[config.mk]
export PLATFORM = sky130hd
export DESIGN_NAME = bus_trim_sequencer_flat
export DESIGN_NICKNAME = d
export VERILOG_FILES = /design/src/rtl/bus_trim_sequencer_pkg.sv /design/src/rtl/bus_trim_sequencer_if.sv /design/src/rtl/bus_trim_sequencer_trim_cycle_timer.sv /design/src/rtl/bus_trim_sequencer.sv /design/src/flat_wrapper.sv
export SDC_FILE = /design/constraint.sdc
export NUM_CORES = 1
export LEC_CHECK = 0
export BUFFER_PORTS_ARGS = -buffer_cell sky130_fd_sc_hd__buf_2
export CORE_UTILIZATION = 35
export CTS_CLUSTER_DIAMETER = 80
export CTS_CLUSTER_SIZE = 16
export DETAILED_ROUTE_END_ITERATION = 6
export PLACE_DENSITY_LB_ADDON = 0.2
export SYNTH_ARGS = -nofsm -noshare
export SYNTH_HDL_FRONTEND = slang
export SYNTH_SLANG_ARGS = --single-unit
[constraint.sdc]
create_clock -name clk -period 3.4 [get_ports clk]
set_clock_uncertainty 0.15 [all_clocks]
set_input_delay 0.68 -clock clk [delete_from_list [all_inputs] [get_ports clk]]
set_output_delay 0.68 -clock clk [all_outputs]
set_load 0.01 [all_outputs]
[src/rtl/bus_trim_sequencer_pkg.sv]
// mopshub_trim_pkg: sequencer state encoding, default timing constants and bus limit
package mopshub_trim_pkg;
  localparam int MAX_BUSES = 32;
  localparam int DEF_SETTLE_CYC = 16;
  localparam int DEF_TIMEOUT_CYC = 4096;
  typedef enum logic [2:0] {ST_IDLE, ST_SETTLE, ST_REQ, ST_WAIT, ST_NEXT, ST_DONE} trim_seq_state_t;
endpackage

[src/rtl/bus_trim_sequencer_if.sv]
// bus_trim_sequencer_if: trim control/status bundle; master = sequencer (drives power/ack/status), slave = init FSM + trim engine
interface bus_trim_sequencer_if import mopshub_trim_pkg::*; #(parameter int CNT_W = 5);
  logic osc_auto_trim_mopshub;
  logic start_trim;
  logic trim_done_bus;
  logic power_bus_en;
  logic [CNT_W-1:0] power_bus_cnt;
  logic start_trim_ack;
  logic end_trim_bus;
  logic done_trim_osc;
  logic trim_timeout_err;
  logic [MAX_BUSES-1:0] bus_fail_mask;
  modport master (
    input osc_auto_trim_mopshub, start_trim, trim_done_bus,
    output power_bus_en, power_bus_cnt, start_trim_ack, end_trim_bus, done_trim_osc, trim_timeout_err, bus_fail_mask
  );
  modport slave (
    output osc_auto_trim_mopshub, start_trim, trim_done_bus,
    input power_bus_en, power_bus_cnt, start_trim_ack, end_trim_bus, done_trim_osc, trim_timeout_err, bus_fail_mask
  );
endinterface

[src/rtl/bus_trim_sequencer_trim_cycle_timer.sv]
// trim_cycle_timer: saturating loadable down-counter (clk, rst async low, clr, load+load_val, en) flagging expired at zero
module trim_cycle_timer #(parameter int W = 4) (
  input  logic         clk,
  input  logic         rst,
  input  logic         clr,
  input  logic         load,
  input  logic         en,
  input  logic [W-1:0] load_val,
  output logic         expired
);
  logic [W-1:0] cnt_q, cnt_d;
  always_comb cnt_d = load ? load_val : clr ? '0 : (en && cnt_q != '0) ? cnt_q - 1'b1 : cnt_q;
  always_ff @(posedge clk or negedge rst)
    if (!rst) cnt_q <= '0;
    else cnt_q <= cnt_d;
  assign expired = cnt_q == '0;
endmodule

[src/rtl/bus_trim_sequencer.sv]
// bus_trim_sequencer: powers each bus, settles, requests a trim, waits done/timeout, then flags completion (clk, rst async low, bus = master modport)
module bus_trim_sequencer import mopshub_trim_pkg::*; #(
  parameter int N_BUSES = 7,
  parameter int SETTLE_CYC = DEF_SETTLE_CYC,
  parameter int TIMEOUT_CYC = DEF_TIMEOUT_CYC,
  parameter int CNT_W = 5
) (
  input logic clk,
  input logic rst,
  bus_trim_sequencer_if.master bus
);
  localparam int SW = $clog2(SETTLE_CYC) + 1;
  localparam int TW = $clog2(TIMEOUT_CYC) + 1;
  trim_seq_state_t state_q;
  logic pwr_q, ack_q, end_q, done_q, err_q;
  logic [CNT_W-1:0] idx_q;
  logic [MAX_BUSES-1:0] mask_q;
  logic settle_exp, to_exp, go, start, last, abort;
  assign start = (state_q == ST_IDLE || state_q == ST_DONE) && bus.start_trim;
  assign go = start && bus.osc_auto_trim_mopshub;
  assign last = idx_q == CNT_W'(N_BUSES - 1);
  assign abort = !bus.osc_auto_trim_mopshub && (state_q == ST_SETTLE || state_q == ST_REQ || state_q == ST_WAIT);
  // Settle timer is armed on the cycle that enters SETTLE so it expires after exactly SETTLE_CYC cycles in SETTLE
  trim_cycle_timer #(.W(SW)) u_settle (
    .clk(clk), .rst(rst),
    .clr(state_q != ST_SETTLE), .load(go || state_q == ST_NEXT), .en(state_q == ST_SETTLE),
    .load_val(SW'(SETTLE_CYC - 1)), .expired(settle_exp)
  );
  // Armed in REQ with TIMEOUT_CYC-2 so the last WAIT cycle is ack+TIMEOUT_CYC-1 and end_trim_bus lands at ack+TIMEOUT_CYC
  trim_cycle_timer #(.W(TW)) u_timeout (
    .clk(clk), .rst(rst),
    .clr(state_q != ST_WAIT), .load(state_q == ST_REQ), .en(state_q == ST_WAIT),
    .load_val(TW'(TIMEOUT_CYC - 2)), .expired(to_exp)
  );
  always_ff @(posedge clk or negedge rst)
    if (!rst) begin
      state_q <= ST_IDLE;
      pwr_q <= 1'b0;
      ack_q <= 1'b0;
      end_q <= 1'b0;
      done_q <= 1'b0;
      err_q <= 1'b0;
      idx_q <= '0;
      mask_q <= '0;
    end else begin
      ack_q <= 1'b0;
      end_q <= 1'b0;
      if (abort) begin
        state_q <= ST_DONE;
        pwr_q <= 1'b0;
        done_q <= 1'b1;
      end else if (start) begin
        state_q <= go ? ST_SETTLE : ST_DONE;
        pwr_q <= go;
        done_q <= !go;
        err_q <= 1'b0;
        idx_q <= '0;
        mask_q <= '0;
      end else
        case (state_q)
          ST_SETTLE: if (settle_exp) begin
            state_q <= ST_REQ;
            ack_q <= 1'b1;
          end
          ST_REQ: state_q <= ST_WAIT;
          ST_WAIT: if (bus.trim_done_bus || to_exp) begin
            state_q <= ST_NEXT;
            pwr_q <= 1'b0;
            end_q <= 1'b1;
            if (!bus.trim_done_bus) begin
              mask_q[idx_q] <= 1'b1;
              err_q <= 1'b1;
            end
          end
          ST_NEXT: if (last) begin
            state_q <= ST_DONE;
            done_q <= 1'b1;
          end else begin
            state_q <= ST_SETTLE;
            pwr_q <= 1'b1;
            idx_q <= idx_q + CNT_W'(1);
          end
          default: ;
        endcase
    end
  assign bus.power_bus_en = pwr_q;
  assign bus.power_bus_cnt = idx_q;
  assign bus.start_trim_ack = ack_q;
  assign bus.end_trim_bus = end_q;
  assign bus.done_trim_osc = done_q;
  assign bus.trim_timeout_err = err_q;
  assign bus.bus_fail_mask = mask_q;
endmodule

[src/flat_wrapper.sv]
// flat-port wrapper written by rule: the top's interface ports become plain ports
module bus_trim_sequencer_flat import mopshub_trim_pkg::*;
#(
  parameter int N_BUSES = 7,
  parameter int SETTLE_CYC = DEF_SETTLE_CYC,
  parameter int TIMEOUT_CYC = DEF_TIMEOUT_CYC,
  parameter int CNT_W = 5
)
  (clk, rst, bus_osc_auto_trim_mopshub, bus_start_trim, bus_trim_done_bus, bus_power_bus_en, bus_power_bus_cnt, bus_start_trim_ack, bus_end_trim_bus, bus_done_trim_osc, bus_trim_timeout_err, bus_bus_fail_mask);
  bus_trim_sequencer_if #(.CNT_W(CNT_W)) bus_i ();
  input logic clk;
  input logic rst;
  input wire logic [$bits(bus_i.osc_auto_trim_mopshub)-1:0] bus_osc_auto_trim_mopshub;
  input wire logic [$bits(bus_i.start_trim)-1:0] bus_start_trim;
  input wire logic [$bits(bus_i.trim_done_bus)-1:0] bus_trim_done_bus;
  output wire logic [$bits(bus_i.power_bus_en)-1:0] bus_power_bus_en;
  output wire logic [$bits(bus_i.power_bus_cnt)-1:0] bus_power_bus_cnt;
  output wire logic [$bits(bus_i.start_trim_ack)-1:0] bus_start_trim_ack;
  output wire logic [$bits(bus_i.end_trim_bus)-1:0] bus_end_trim_bus;
  output wire logic [$bits(bus_i.done_trim_osc)-1:0] bus_done_trim_osc;
  output wire logic [$bits(bus_i.trim_timeout_err)-1:0] bus_trim_timeout_err;
  output wire logic [$bits(bus_i.bus_fail_mask)-1:0] bus_bus_fail_mask;
  assign bus_i.osc_auto_trim_mopshub = bus_osc_auto_trim_mopshub;
  assign bus_i.start_trim = bus_start_trim;
  assign bus_i.trim_done_bus = bus_trim_done_bus;
  assign bus_power_bus_en = bus_i.power_bus_en;
  assign bus_power_bus_cnt = bus_i.power_bus_cnt;
  assign bus_start_trim_ack = bus_i.start_trim_ack;
  assign bus_end_trim_bus = bus_i.end_trim_bus;
  assign bus_done_trim_osc = bus_i.done_trim_osc;
  assign bus_trim_timeout_err = bus_i.trim_timeout_err;
  assign bus_bus_fail_mask = bus_i.bus_fail_mask;
  bus_trim_sequencer #(.N_BUSES(N_BUSES), .SETTLE_CYC(SETTLE_CYC), .TIMEOUT_CYC(TIMEOUT_CYC), .CNT_W(CNT_W)) u_core (.clk(clk), .rst(rst), .bus(bus_i));
endmodule
==> impl_results.md, run 1 <==
- Remaining DRCs: 0
- Simple-gate share of the synthesized area: 21.3%
- P_int: 0.00196 W
- Clk pin slew, worst setup/hold paths: 70 ps
- Share of cells above drive strength 1: 22.2%
- Top_reg_cell synth: dfrtp_1
- Post-CTS resize count: 0
- Placed Area: between 0.003 and 0.004 mm²
- Iteration-0 DRC Markers: around 220
- Post-CTS Setup Inserts: 0
- Setup WS post-layout: 908 ps
- Post-synth EDFFs: 0
- Clk sinks: 63
- Tightest Pin Transition: 813 ps
- CTS tree: yes
- Core Rows: 33
- Crit path DAT: roughly 2600 ps
- Initial antenna violation count: 0
- Fillers: 813
- First-pass GRT wire length: 11,300 µm
- Status: finished clean
- Max Clock Freq: 401 MHz
- Ant. Diodes: 0
- Post-Synthesis Cells: 307
- Area leader, netlist: dfrtp_1
- Top post-synthesis cells by area: dfrtp_1, a21oi_1, nor2_1
- Die X: 94.9 µm
- Gr ovfl total: 0
- Minimum clock period: between 2000 and 2500 ps
- Register area share after synthesis: 52.2%
- Largest family of logic cells by synthesized area: simple AND/OR/NAND/NOR gates
- Power per Cell Area: between 900 and 1000 mW/mm²
- Total GRT Usage: between 10% and 20%
- Synth top area share: 52.2%
- DP Wirelength: 4410 µm
- Setup TNS: 0 ps
- DRT antenna net count: 0
- Post-synth cell types: 54
- Final Cycle Share: 73.3%
- RSZ-0062 raised after global routing: no
- Synth cell count leaders: dfrtp_1, nor2_1, a21oi_1, nand2_1
- P_leak: ~1.8 nW
- XOR/XNOR Fraction of Synth Area: 4.35%
- Starting Density: 36.4%
- Setup crit end kind: register
- Psw: ~0.0013 W
- CP startpoint kind: register
- Synthesized area per cell: 9.84 µm²
- Final wirelength: between 6000 and 7000 µm
- Hold Violations, Final: 0
- Clock share of power: 22.1%
- CTS root buf: clkbuf_8
- Worst Path Class, Setup: register to register
- Post-synthesis mux area share: less than 1%
- Die area: 0.00901 mm²
- Via count: 2,331
- Slew Limit Fails: 0
- Max Fanout on Critical Path: 23
- Post-Synth Adder-Cell Area: 2.90%
- Htree depth: 3
- Core area: 0.00830 mm²
- Final Util: between 40% and 50%
- FF+latch count, synth: 63
- Post-Syn Nets: 319
- Synth Cell Area: a little over 0.003 mm²
- Routed len/inst: about 15 µm
- Nets: 361
- Place WS: 933 ps
- Max-Cap Viols: 0
- Vias per Instance: 5.10
- Die Y-Extent: 94.9 µm
- Number of CTS-inserted buffers: 9
- Worst IR Drop VDD: 427 µV
- Most instantiated library cell after synthesis: dfrtp_1
- Register share of total power: 32.7%
- Worst-Skew Late Latency: 330 ps
- Post-CTS Hold Buffers: 0
- Setup-failing EPs final: 0
- Net Sw Frac: between 40 and 50%
- Synth Warn #: 0
- Ys async rst share: 100%
- Worst Hold Class: register to register
- Rel. slew slack: between 40 and 50%
- Via count of the first global-routing pass: 2,243
- Synth Area in Compound Gates: 13.9%
- Comb power frac: 45.2%
- Ports: 47
- Port bufs: 46
- Post-route cell area: 0.00353 mm²
- Largest net degree at the start of global routing: 64
- Routability congestion estimate: 0.790
- Pre-antenna DRT Iters: 4
- CP required: 3520 ps
- Clock Path Buffers: 2
- Layout area overhead: 16.8%
==> per-stage QoR <==
step / total power [W] / cells / hold slack (ps)
after floorplan: 0.00226 / 307 / 234
after global placement: 0.00257 / 443 / 327
after detailed placement: 0.00257 / 443 / 323
after CTS: 0.00332 / 457 / 334
after global routing: 0.00356 / 457 / 370
final: 0.00329 / 457 / 330
==> power by group through the flow <==
stage | logic, W | clock network, W | registers [W]
6_report | 0.00149 | 0.000728 | 0.00107
5_1_grt | 0.00167 | 0.000784 | 0.00110
4_1_cts | 0.00150 | 0.000743 | 0.00108
3_5_place_dp | 0.00149 | 0 | 0.00109
3_3_place_gp | 0.00148 | 0 | 0.00109
2_1_floorplan | 0.00123 | 0 | 0.00103
==> path summary, 6_finish.rpt <==
kind	slack [ps]	cells past startpoint	end	start
worst max register to register	910	5	u_core.bus.bus_fail_mask[17]$_DFFE_PN0P_	u_core.state_q[0]$_DFFE_PN0P_
worst min-delay path	330	1	u_core.bus.start_trim_ack$_DFF_PN0_	u_core.u_settle.cnt_q[4]$_DFFE_PN0P_
min in group asynchronous	360	2	u_core.u_settle.cnt_q[0]$_DFFE_PN0P_	rst
worst min register to register	330	1	u_core.bus.start_trim_ack$_DFF_PN0_	u_core.u_settle.cnt_q[4]$_DFFE_PN0P_
max in group asynchronous	2200	2	u_core.u_settle.cnt_q[4]$_DFFE_PN0P_	rst
worst max-delay path	910	5	u_core.bus.bus_fail_mask[17]$_DFFE_PN0P_	u_core.state_q[0]$_DFFE_PN0P_
==> cell families (layout without fill, tap and decap cells) <==
group,after synthesis,in the layout
buf+inv,26,71
compound gates,73,73
flops,63,63
simple gates,120,120
xor+xnor,15,15
mux,3,3
fa+ha+maj,7,7
==> flip-flops by register name, indices dropped and copies added (netlist names) <==
name / cells
u_core.u_settle.cnt_q: 5
u_core.bus.start_trim_ack: 1
u_core.bus.end_trim_bus: 1
u_core.u_timeout.cnt_q: 13
u_core.bus.bus_fail_mask: 32
u_core.bus.power_bus_cnt: 5
u_core.state_q: 3
u_core.bus.power_bus_en: 1
u_core.bus.trim_timeout_err: 1
u_core.bus.done_trim_osc: 1
==> worst max-delay path: stages, from the launching register on <==
cell and delay [ps]:
dfrtp_1 820, nand2b_1 150, nor3_1 500, and4_1 570
a21oi_1 130, nor2_1 110
==> metal layers <==
layer | track usage [%] | share of wire [%] | up-vias
met4 | 7.20 | 1.6 | 0
li1 | - | - | 1140
met1 | 23.5 | 49 | 1145
met2 | 24.0 | 45 | 37
met5 | 0 | 0 | -
met3 | 4.43 | 4.6 | 9
==> final cells by class <==
cell class / instances / area, µm² / area share (%)
Sequential cell: 63 / 1580 / 44.7
Multi-Input combinational cell: 218 / 1320 / 37.5
Timing Repair Buffer: 48 / 245 / 6.95
Clock buffer: 11 / 151 / 4.29
Tap cell: 105 / 131 / 3.72
Clock inverter: 3 / 67.6 / 1.91
Inverter: 9 / 33.8 / 0.957
==> layout by cell type, fill, tap and decap left out, types with 2 or more instances in the layout <==
master | synthesis | layout
a22oi_1 | 2 | 2
nand3_1 | 4 | 4
nor2_1 | 51 | 51
a21boi_0 | 2 | 2
o21ai_0 | 7 | 7
inv_1 | 9 | 9
xor2_1 | 6 | 6
o31ai_1 | 2 | 2
a21oi_1 | 47 | 47
mux2i_1 | 3 | 3
xnor2_1 | 9 | 9
ha_1 | 7 | 7
nor3_1 | 9 | 9
buf_2 | 7 | 46
clkbuf_8 | 2 | 11
buf_4 | 0 | 2
nand4_2 | 2 | 2
nor4_4 | 1 | 2
and3b_1 | 2 | 2
a31oi_1 | 2 | 2
nand2_1 | 21 | 21
nor3b_1 | 3 | 3
o22ai_1 | 3 | 3
and4_1 | 4 | 4
bufinv_16 | 0 | 2
dfrtp_1 | 63 | 63
nor2b_1 | 2 | 2
nand4_1 | 2 | 2
Power figures use the tool's default switching activity.
==> run 2: changes to the inputs <==
--- a/config.mk
+++ b/config.mk
@@ -5,6 +5,7 @@
 export SDC_FILE = /design/constraint.sdc
 export NUM_CORES = 1
 export LEC_CHECK = 0
+export ABC_AREA = 1
 export BUFFER_PORTS_ARGS = -buffer_cell sky130_fd_sc_hd__buf_2
 export CORE_UTILIZATION = 35
 export CTS_CLUSTER_DIAMETER = 80
==> constraint.sdc (replaced) <==
create_clock -name clk -period 2.6 [get_ports clk]
set_clock_uncertainty 0.15 [all_clocks]
set_input_delay 0.52 -clock clk [delete_from_list [all_inputs] [get_ports clk]]
set_output_delay 0.52 -clock clk [all_outputs]
set_load 0.01 [all_outputs]
==> run 2 against run 1 <==
Effect of this change: combinational power grew 26%; count of clock-buffer cells in the layout grew 1; register-to-register slack lost 490 ps; first-iteration DRC count shrank 13%; utilization shrank 1.3 points.
==> impl_results.md, run 2 <==
- Die area: 0.0114 mm²
- Clk pin slew, worst setup/hold paths: 70 ps
- RR Startpoint: u_core.u_timeout.cnt_q[5]$_DFFE_PN0P_
- Largest stage delay, worst path: 410 ps
- Final Util: 41.2%
- Via count of the first global-routing pass: about 3,400
- Top_reg_cell synth: dfrtp_1
- Capturing point of the worst reg2reg path: u_core.bus.bus_fail_mask[0]$_DFFE_PN0P_
- Gr ovfl total: 0
- Clk sinks: 63
- FF+latch count, synth: 63
- Ys async rst share: between 90% and 100%
- Synth cell count leaders: nand2_1, inv_1, dfrtp_1, nand4_1, nor2_1
- Clock Path Buffers: 2
- Synth Cell Area: between 0.003 and 0.004 mm²
- Slew Limit Fails: 0
- Core Rows: 37
- Routed len/inst: 13.2 µm
- Setup crit start: u_core.u_timeout.cnt_q[5]$_DFFE_PN0P_
- Max Fanout on Critical Path: 33
- Power per Cell Area: ~930 mW/mm²
- Layout area overhead: 12.2%
- Post-CTS resize count: 0
- Vias per Instance: 4.87
- Worst R2R Path Depth: 8
- Synthesized area per cell: 7.04 µm²
- Starting Density: 36.7%
- DRT antenna net count: 0
- Nets: between 500 and 600
- Post-CTS Hold Buffers: 0
- CTS tree: yes
- Final wirelength: 9530 µm
- Synth Warn #: 0
- Register area share after synthesis: 40.9%
- Die Y-Extent: 107 µm
- Post-Syn Nets: 560
- Synth top area share: 40.9%
- Pre-antenna DRT Iters: 5
- Most instantiated library cell after synthesis: nand2_1
- Net Sw Frac: 45.8%
- P_leak: ~2.6 nW
- Most frequent cells in the layout: nand2_1, inv_1, dfrtp_1
- Number of CTS-inserted buffers: 9
- CP required: approximately 2700 ps
- Worst IR Drop VDD: 302 µV
- Post-synth EDFFs: 0
- Setup TNS: 0 ps
- Die X: 107 µm
- Htree depth: 3
- Post-synth cell types: 32
- Crit path max-delay family: simple AND/OR/NAND/NOR gates
- Worst-Skew Late Latency: 340 ps
- Setup crit end kind: register
- Tightest Pin Transition: just over 600 ps
- Max-Cap Viols: 0
- Leading cell type in the layout, fill and taps excluded: nand2_1
- First-pass GRT wire length: 16,300 µm
- Status: finished clean
- Max Clock Freq: about 460 MHz
- Via count: about 3,500
- Area leader, netlist: dfrtp_1
- CP most frequent cell: nand2_1
- Rel. slew slack: 59.1%
- Reg-to-reg slack, setup: about 420 ps
- Crit path buffers/inverters: 0
- Iteration-0 DRC Markers: between 150 and 200
- Total GRT Usage: 17.9%
- Routability congestion estimate: 0.827
- Ant. Diodes: 0
- CP startpoint kind: register
- Hold Violations, Final: 0
- Worst Hold Class: input pin to async pin
- Worst Path Class, Setup: register to register
- Register share of total power: around a third
- Psw: 0.00184 W
- Initial antenna violation count: 0
- Comb power frac: 46.8%
- Final Cycle Share: 83.8%
- DP Wirelength: 6530 µm
- Remaining DRCs: 0
- Core area: between 0.01 and 0.015 mm²
- Setup-failing EPs final: 0
- Top post-synthesis cells by area: dfrtp_1, nand2_1, inv_1
- Largest register FFs: 32
- Critical path's slowest cell: dfrtp_1
- Clock share of power: 19.5%
- Ports: 47
- Post-CTS Setup Inserts: 0
- CTS root buf: clkbuf_8
- Largest net degree at the start of global routing: 41
- Design Power: 0.00401 W
- Critical path, cell by cell: nor2_1, nand2_1, nor2_1, nand2_1, nand3_2, nand3_4, nand2_1, nand2_1
- RSZ-0062 raised after global routing: no
- Minimum clock period: 2180 ps
- Post-Synthesis Cells: 548
- P_int: 0.00217 W
- Crit path DAT: 2250 ps
- Share of cells above drive strength 1: 13.8%
- Port bufs: 46
## run 2: cell types whose count changed in the layout (fill, tap and decap cells not counted), moves of 4 or more
cell,previous run,this run
nand2_1,21,190
inv_1,9,92
nand4_1,2,53
a21oi_1,47,9
nand3_1,4,28
nor2_1,51,33
xnor2_1,9,3
o21ai_0,7,12
and4_1,4,0
buf_4,2,6
## run 2: kinds of logic after synthesis
family | Yosys count | synth area share, %
buf+inv | 123 | 13.7
simple gates | 320 | 37.3
flops | 63 | 40.9
fa+ha+maj | 7 | 2.27
compound gates | 29 | 4.51
xor+xnor | 6 | 1.36
## run 2: power groups by stage
stage	sequential, W	combinational (W)	clock [W]
floorplan	0.00137	0.00146	0
global placement	0.00137	0.00184	0
detailed placement	0.00136	0.00188	0
CTS	0.00135	0.00189	0.000803
global route	0.00138	0.00214	0.000840
finish	0.00135	0.00188	0.000782
## run 2: per-layer routing
| layer | up-vias | share of wire [%] | GRT usage [%] |
|---|---|---|---|
| met4 | 0 | 1.6 | 7.53 |
| met3 | 13 | 3.7 | 2.55 |
| li1 | 1803 | - | - |
| met5 | - | 0 | 0 |
| met1 | 1645 | 49 | 24.3 |
| met2 | 67 | 46 | 28.3 |
## run 2: cell type report
class	instances	area, µm²
Timing Repair Buffer	53	295
Inverter	97	364
Sequential cell	63	1580
Multi-Input combinational cell	362	1750
Clock buffer	12	165
Clock inverter	1	5.00
Fill cell	1102	6180
Tap cell	136	170
## run 2: worst max path at each step
stage	cells past startpoint	end	slack, ps
floorplan	10	u_core.bus.power_bus_cnt[4]$_DFFE_PN0P_	930
global placement	8	u_core.bus.bus_fail_mask[29]$_DFFE_PN0P_	440
global route	8	u_core.bus.bus_fail_mask[15]$_DFFE_PN0P_	150
CTS	8	u_core.bus.bus_fail_mask[0]$_DFFE_PN0P_	400
finish	8	u_core.bus.bus_fail_mask[0]$_DFFE_PN0P_	420
detailed placement	8	u_core.bus.bus_fail_mask[0]$_DFFE_PN0P_	410
## run 2: per-stage QoR
step | cell area (µm²) | cells | setup WS (ps) | hold WS, ps
floorplan | 3860 | 548 | 932 | 74.4
global placement | 4160 | 711 | 441 | 308
detailed placement | 4160 | 711 | 414 | 308
CTS | 4330 | 724 | 398 | 37.5
global route | 4330 | 724 | 148 | 59.7
finish | 4330 | 724 | 421 | 22.1
==> run 3: changes to the inputs <==
--- a/config.mk
+++ b/config.mk
@@ -5,7 +5,7 @@
 export SDC_FILE = /design/constraint.sdc
 export NUM_CORES = 1
 export LEC_CHECK = 0
-export ABC_AREA = 1
+export ABC_AREA = 0
 export BUFFER_PORTS_ARGS = -buffer_cell sky130_fd_sc_hd__buf_2
 export CORE_UTILIZATION = 35
 export CTS_CLUSTER_DIAMETER = 80
==> constraint.sdc (replaced) <==
create_clock -name clk -period 2.1 [get_ports clk]
set_clock_uncertainty 0.15 [all_clocks]
set_input_delay 0.42 -clock clk [delete_from_list [all_inputs] [get_ports clk]]
set_output_delay 0.42 -clock clk [all_outputs]
set_load 0.01 [all_outputs]
==> run 3 against run 2 <==
Effect of this change: first-iteration DRC count is 40% lower; flip-flop and latch count stayed put; highest routed layer unchanged; worst hold slack better by 190 ps; via count is 31% lower; cell count is 33% lower; setup slack worse by 300 ps; final area is 15% lower; critical path type unchanged; register-to-register slack worse by 300 ps; count of clock-buffer cells in the layout is 2 lower; utilization is 3.3 points higher.
==> impl_results.md, run 3 (synthesis gave the netlist of run 1 again) <==
- CP startpoint kind: register
- Core Rows: 33
- Die X: 94.9 µm
- Fillers: 800
- Max Fanout on Critical Path: 7
- Port bufs: 46
- Clk sinks: 63
- Ant. Diodes: 0
- CTS tree: yes
- Finished Layout Cells: 482
- Largest register FFs: 32
- RSZ-0062 raised after global routing: no
- Routed len/inst: 14.6 µm
- Max-Cap Viols: 0
- Worst Hold Class: input pin to register
- Worst R2R Path Depth: 5
- Worst Path Class, Setup: register to register
- Crit path DAT: 2100 ps
- CP required: between 2000 and 2500 ps
- Remaining DRCs: 0
- Clock Path Buffers: 2
- DP Cell Count: 464
- Setup WS post-layout: around 120 ps
- Setup TNS: 0 ps
- Ports: 47
- P_leak: 1.89 nW
- Via count: 2,448
- Starting Density: between 30% and 40%
- Hold Violations, Final: 0
- Worst-Skew Late Latency: 340 ps
- Final wirelength: 7040 µm
- Setup crit start: u_core.u_timeout.cnt_q[5]$_DFFE_PN0P_
- Vias per Instance: 5.08
- Setup-failing EPs final: 0
- Max Clock Freq: 506 MHz
- Design Power: 0.00550 W
- Htree depth: 3
- Die Y-Extent: approximately 95 µm
- Place WS: 48.1 ps
- Die area: 0.00901 mm²
- Layout area overhead: 22.2%
- Setup crit end kind: register
- Clk pin slew, worst setup/hold paths: 70 ps
- Pre-antenna DRT Iters: 4
- DP Wirelength: 4690 µm
- Nets: 384
- Leading cell type in the layout, fill and taps excluded: dfrtp_1
- First-pass GRT wire length: 11,700 µm
- Power per Cell Area: 1490 mW/mm²
- Largest net degree at the start of global routing: 64
- Reg-to-reg slack, setup: 120 ps
- DRT antenna net count: 0
- CP endpoint: u_core.bus.bus_fail_mask[18]$_DFFE_PN0P_
- Total GRT Usage: 17.2%
- Number of CTS-inserted buffers: 9
- Status: finished clean
- Share of cells above drive strength 1: 27.3%
- Area taken by multi-input logic gates: roughly 0.0013 mm²
- Worst IR Drop VDD: 670 µV
- Reg area: 0.00158 mm²
- Rel. slew slack: 66.0%
- Iteration-0 DRC Markers: roughly 110
- Capturing point of the worst reg2reg path: u_core.bus.bus_fail_mask[18]$_DFFE_PN0P_
- Gr ovfl total: 0
- Routability congestion estimate: 0.826
- RR Startpoint: u_core.u_timeout.cnt_q[5]$_DFFE_PN0P_
- Initial antenna violation count: 0
- Slew Limit Fails: 0
- Most frequent cells in the layout: dfrtp_1, nor2_1, a21oi_1
- Tightest Pin Transition: a little over 500 ps
- Minimum clock period: around 2000 ps
- CTS root buf: clkbuf_8
- Via count of the first global-routing pass: 2,393
- Core area: 0.00830 mm²
- Final Cycle Share: 94.1%
- Hold WS: about 220 ps
-- run 3: cell types whose count changed in the layout (fill, tap and decap cells not counted), moves of 17 or more --
cell,delta
nand4_1,-51
nand2_1,-169
nor2_1,+18
nand3_1,-24
a21oi_1,+38
buf_4,+17
inv_1,-84
-- run 3: worst min path at each step --
stage,endpoint,cells past startpoint,start
after floorplan,u_core.bus.bus_fail_mask[0]$_DFFE_PN0P_,0,rst
after global placement,u_core.bus.power_bus_en$_DFFE_PN0P_,2,rst
after detailed placement,u_core.bus.power_bus_en$_DFFE_PN0P_,2,rst
after CTS,u_core.bus.end_trim_bus$_DFF_PN0_,3,bus_trim_done_bus
after global routing,u_core.bus.end_trim_bus$_DFF_PN0_,3,bus_trim_done_bus
final,u_core.bus.end_trim_bus$_DFF_PN0_,3,bus_trim_done_bus
-- run 3: repair_timing --
item | CTS | global route
buffers inserted | 0 | 1
gates resized for setup | 0 | 3
hold buffers | 1 | 0
endpoints found under the setup margin | 0 | 11
endpoints found under the hold margin | 63 | 0
-- run 3: final cells by class --
type / instances / share of cell area [%]
clock inverter: 6 / 1.66
timing repair buffer: 71 / 11.7
sequential: 63 / 42.7
tap: 105 / 3.56
clock buffer: 10 / 3.46
multi-input combinational: 218 / 36.0
inverter: 9 / 0.915
-- run 3: through the flow --
| stage | util (%) | area, µm² |
|---|---|---|
| global placement | 41.9 | 3480 |
| floorplan | - | 3020 |
| global route | 44.5 | 3690 |
| CTS | 44.3 | 3680 |
| finish | 44.5 | 3690 |
| detailed placement | 41.9 | 3480 |
-- run 3: report_power, final --
group | internal [W] | leakage, nW | total, W | switching, W
sequential | 0.00144 | 0.858 | 0.00167 | 0.000238
clock | 0.000544 | 0.0960 | 0.00102 | 0.000478
combinational | 0.00128 | 0.936 | 0.00281 | 0.00152
-- run 3: routing by layer --
layer  track usage [%]  part of all wire (%)
met1              23.6                    48
met2              25.8                    46
met3              4.67                   4.4
met4              6.82                   1.6
met5                 0                     0
-- run 3: worst max-delay path: stages, from the launching register on --
cell and delay (ps):
dfrtp_1 430, nor4_4 450, and2_2 260, and4_1 400, a21oi_1 110, nor2_1 100
